`src/rtl/iiitb_lfsr_gen.sv`:
```
// rtl/iiitb_lfsr_gen.sv - parametrised Fibonacci/Galois LFSR with lockup recovery and period monitor

module iiitb_lfsr_gen #(
    parameter int                 WIDTH = 8,
    parameter logic [WIDTH-1:0]   TAPS  = 8'h1D,
    parameter logic [WIDTH-1:0]   SEED  = 8'h01
) (
    input  logic             clk,
    input  logic             reset_n,
    input  logic             en,
    input  logic             load,
    input  logic [WIDTH-1:0] seed,
    input  logic             mode,
    output logic [WIDTH-1:0] state,
    output logic             out_bit,
    output logic             lockup,
    output logic             wrap,
    output logic [WIDTH-1:0] period
);

    logic [WIDTH-1:0] q;
    logic [WIDTH-1:0] ref_q;
    logic [WIDTH-1:0] step_cnt;

    logic             fib_fb;
    logic [WIDTH-1:0] fib_next;
    logic [WIDTH-1:0] gal_next;
    logic             is_zero;
    logic [WIDTH-1:0] step_next;

    // Next-state candidates for both forms; an all-zero state is replaced by SEED
    always_comb begin
        fib_fb    = ^(q & TAPS);
        fib_next  = {fib_fb, q[WIDTH-1:1]};
        gal_next  = {q[0], q[WIDTH-1:1] ^ (TAPS[WIDTH-1:1] & {(WIDTH-1){q[0]}})};
        is_zero   = (q == '0);
        step_next = is_zero ? SEED : (mode ? gal_next : fib_next);
    end

    // State, reference, step counter, period and one-cycle event pulses
    always_ff @(posedge clk or negedge reset_n) begin
        if (!reset_n) begin
            q        <= SEED;
            ref_q    <= SEED;
            step_cnt <= '0;
            period   <= '0;
            lockup   <= 1'b0;
            wrap     <= 1'b0;
        end else begin
            lockup <= 1'b0;
            wrap   <= 1'b0;
            if (load) begin
                q        <= seed;
                ref_q    <= seed;
                step_cnt <= '0;
            end else if (en) begin
                q      <= step_next;
                lockup <= is_zero;
                if (step_next == ref_q) begin
                    wrap     <= 1'b1;
                    period   <= step_cnt + WIDTH'(1);
                    step_cnt <= '0;
                end else begin
                    step_cnt <= step_cnt + WIDTH'(1);
                end
            end
        end
    end

    assign state   = q;
    assign out_bit = q[0];

endmodule

```
`config.mk`:
```
export PLATFORM = sky130hd
export DESIGN_NAME = iiitb_lfsr_gen
export DESIGN_NICKNAME = d
export VERILOG_FILES = /design/src/rtl/iiitb_lfsr_gen.sv
export SDC_FILE = /design/constraint.sdc
export NUM_CORES = 1
export LEC_CHECK = 0
export ABC_CLOCK_PERIOD_IN_PS = 7700
export CORE_ASPECT_RATIO = 1.2
export CORE_MARGIN = 4
export CORE_UTILIZATION = 37
export DETAILED_ROUTE_END_ITERATION = 6
export SYNTH_ARGS = -nofsm -noshare
export SYNTH_HDL_FRONTEND = slang
export SYNTH_SLANG_ARGS = --single-unit
```
`constraint.sdc`:
```
create_clock -name clk -period 7.7 [get_ports clk]
set_clock_uncertainty 0.2 [all_clocks]
set_input_delay 0.77 -clock clk [delete_from_list [all_inputs] [get_ports clk]]
set_output_delay 0.77 -clock clk [all_outputs]
set_load 0.03 [all_outputs]
```
==> impl_metrics.json <==
{
  "clock-sinks": 34,
  "synth_cells": 165,
  "dr.pass1.iters": 3,
  "synth-main-ff-cell": "dfrtp_1",
  "cp-end-kind": "flop",
  "cts_setup_buffers": 0,
  "synth_nets": 180,
  "hold_buffers": 0,
  "io_buffers": 31,
  "fin_crit_sh": 0.397,
  "place.gp.congestion": 0.732,
  "ir_drop_uv": 84.0,
  "critPathLaunchType": "input pin",
  "vias": 1249,
  "yosys_warnings": 0,
  "rows": 27,
  "synthArstFlopShare": 1.00,
  "initial_core_util": 0.380,
  "totalWireLength_um": 3490,
  "post-route-util": 0.475,
  "crit_type": "input pin to flop",
  "syn_area_per_cell_um2": 10.5,
  "yosysSeqAreaShare": 0.492,
  "power_density_nw_per_um2": 187,
  "synth_edf_count": 0,
  "die_w_um": 70.5,
  "top_usage_layer": "met2",
  "grt_overflow_total": 0,
  "antenna_left": 0,
  "detail_route.wl_per_cell_um": 13.7,
  "ctsRootBufferMaster": "clkbuf_8",
  "final.setup.tns_ns": 0,
  "grtUsageTotal": 0.133,
  "fp.dieH_um": 83.0,
  "met1_usage": 0.153,
  "vias_per_cell": 4.92,
  "synth_cell_type_count": 38,
  "fin_nets": 211,
  "post-dp-hpwl_um": 2500,
  "fin_crit_ns": 3.06,
  "tightest_slew_ns": 1.02,
  "ys_ff_latch": 34,
  "cts_made_buffers": 5,
  "post_cts_resized": 0,
  "antenna_found_initial": 0,
  "synth_area_leaders": "dfrtp_1 (46%), xor2_1 (5.6%), o21ai_0 (5.5%), mux2_2 (5.2%), xnor2_1 (5.1%)",
  "cp_data_required_time_ns": 7.66,
  "grt_pass1_vias": 1386,
  "io_pins": 32,
  "rsz0062_at_grt": "no",
  "clockBufferDepth": 2,
  "fmax_mhz": 327,
  "htree_levels": 2,
  "setup_viol": 0,
  "synthesis.area_um2": 1730,
  "grt_pass1_wl_um": 6330,
  "use_met3": 0.0424,
  "grt_max_degree": 35,
  "cp_max_fo": 7,
  "dp_worst_setup_slack_ns": 4.34,
  "gr-usage-met2": 0.229,
  "layout_setup_ws_ns": 4.64,
  "hold_class": "flop to flop",
  "drv_cap": 0,
  "cts_tree": "yes",
  "layout-drive-gt1-share": 0.107,
  "syn2layout_area_growth_pct": 24.9,
  "yosys.area.top_type": "dfrtp_1",
  "core-area_um2": 4560,
  "slew_headroom": 0.315,
  "cts.reportedPaths.clkPinSlew_ns": 0.06,
  "dieArea_um2": 5850,
  "critical_path_arrival_ns": 3.02,
  "drc": 0,
  "hold_viol": 0,
  "p_leak_uw": 0.000982,
  "drv_slew": 0,
  "diodes": 0,
  "yosysTopAreaCellShare": 0.462,
  "clock_latency_ns": 0.28,
  "status": "complete, no violations",
  "drt-initial-drc-count": 36
}
[synthesized netlist by cell type, types with 2 or more instances]
cell	instances
dfstp_2	2
inv_1	11
dfrtp_1	32
and3_1	4
a211oi_1	5
nand3b_1	2
nor2_1	2
xnor2_1	10
nand2_1	20
nand4_1	2
ha_1	2
nand3_1	2
o21ai_0	19
mux2i_1	6
xor2_1	11
mux2_2	8
clkbuf_1	6
[kinds of logic after synthesis]
logic type	share of synthesized area
buffers and inverters	0.0469
AOI/OAI and AO/OA	0.115
adders and majority gates	0.0144
DFF	0.492
muxes	0.0866
and+or+nand+nor	0.126
xor gates and xnor gates	0.119
[sequential cells by signal, summed over array words and instances (netlist names)]
| register | flops |
|---|---|
| period | 8 |
| wrap | 1 |
| step_cnt | 8 |
| ref_q | 8 |
| lockup | 1 |
| state | 8 |
[placed cells by master (no fill, tap or decap)]
cell type | synthesis | layout
dfrtp_1 | 32 | 32
clkdlybuf4s50_1 | 0 | 31
nand2_1 | 20 | 20
o21ai_0 | 19 | 19
inv_1 | 11 | 11
xor2_1 | 11 | 11
xnor2_1 | 10 | 10
mux2_2 | 8 | 8
mux2i_1 | 6 | 6
a211oi_1 | 5 | 5
clkbuf_8 | 0 | 5
and3_1 | 4 | 4
nand3b_1 | 2 | 2
nand4_1 | 2 | 2
nor2_1 | 2 | 2
nand3_1 | 2 | 2
ha_1 | 2 | 2
clkbuf_1 | 6 | 2
dfstp_2 | 2 | 2
and2b_1 | 1 | 1
or3_1 | 1 | 1
nor4_2 | 1 | 1
nor3b_1 | 1 | 1
a21boi_1 | 1 | 1
or4b_1 | 1 | 1
o32a_1 | 1 | 1
a21bo_2 | 1 | 1
a22oi_1 | 1 | 1
xnor3_1 | 1 | 1
a211oi_2 | 1 | 1
nand3_2 | 1 | 1
clkinv_2 | 1 | 1
and2_1 | 1 | 1
nand2b_1 | 1 | 1
o22ai_1 | 1 | 1
nor2b_1 | 1 | 1
a311oi_1 | 1 | 1
a21oi_1 | 1 | 1
buf_4 | 1 | 1
[power breakdown]
part / internal (µW) / leakage [µW] / switching (µW)
Sequential: 190 / 0.000435 / 12.4
Combinational: 38.4 / 0.000509 / 43.0
Clock: 62.2 / 0.0000383 / 58.2
[path summary, 6_finish.rpt]
check | from | endpoint | slack (ns) | depth (start not counted)
worst max register to register | state[2] | period[6] | 4.98 | 9
worst min-delay path | period[3] | period[3] | 0.30 | 1
worst max-delay path | mode | period[6] | 4.64 | 8
max in group asynchronous | reset_n | state[0] | 6.25 | 2
worst min register to register | period[3] | period[3] | 0.30 | 1
min in group asynchronous | reset_n | ref_q[7] | 0.71 | 2
[per-stage QoR]
step	instance area (µm²)	hold slack, ns	instances	total power (µW)
after global routing	2170	0.329	254	426
final	2170	0.305	254	404
after detailed placement	2090	0.296	247	288
after global placement	2090	0.291	247	287
after CTS	2170	0.311	254	412
after floorplan	1730	0.267	165	255
[worst max-delay path, cell delays in order]
cell	delay (ns)
clkdlybuf4s50_1	0.53
nand2_1	0.17
xnor2_1	0.18
or4b_1	0.49
a211oi_2	0.25
nand3_2	0.15
clkinv_2	0.13
mux2_2	0.34
[cell type report]
cell class / count / area [µm²]
Clock buffer: 7 / 76.3
Sequential cell: 34 / 853
Timing Repair Buffer: 32 / 318
Fill cell: 440 / 2390
Inverter: 12 / 46.3
Tap cell: 58 / 72.6
Multi-Input combinational cell: 111 / 800
[metal layers]
layer / wire length [µm] / part of all wire / up-vias
li1: - / - / 622
met1: 1480 / 0.42 / 594
met2: 1780 / 0.51 / 27
met3: 173 / 0.050 / 6
met4: 54 / 0.015 / 0
met5: 0 / 0 / -
(Power assumes the default switching activity.)
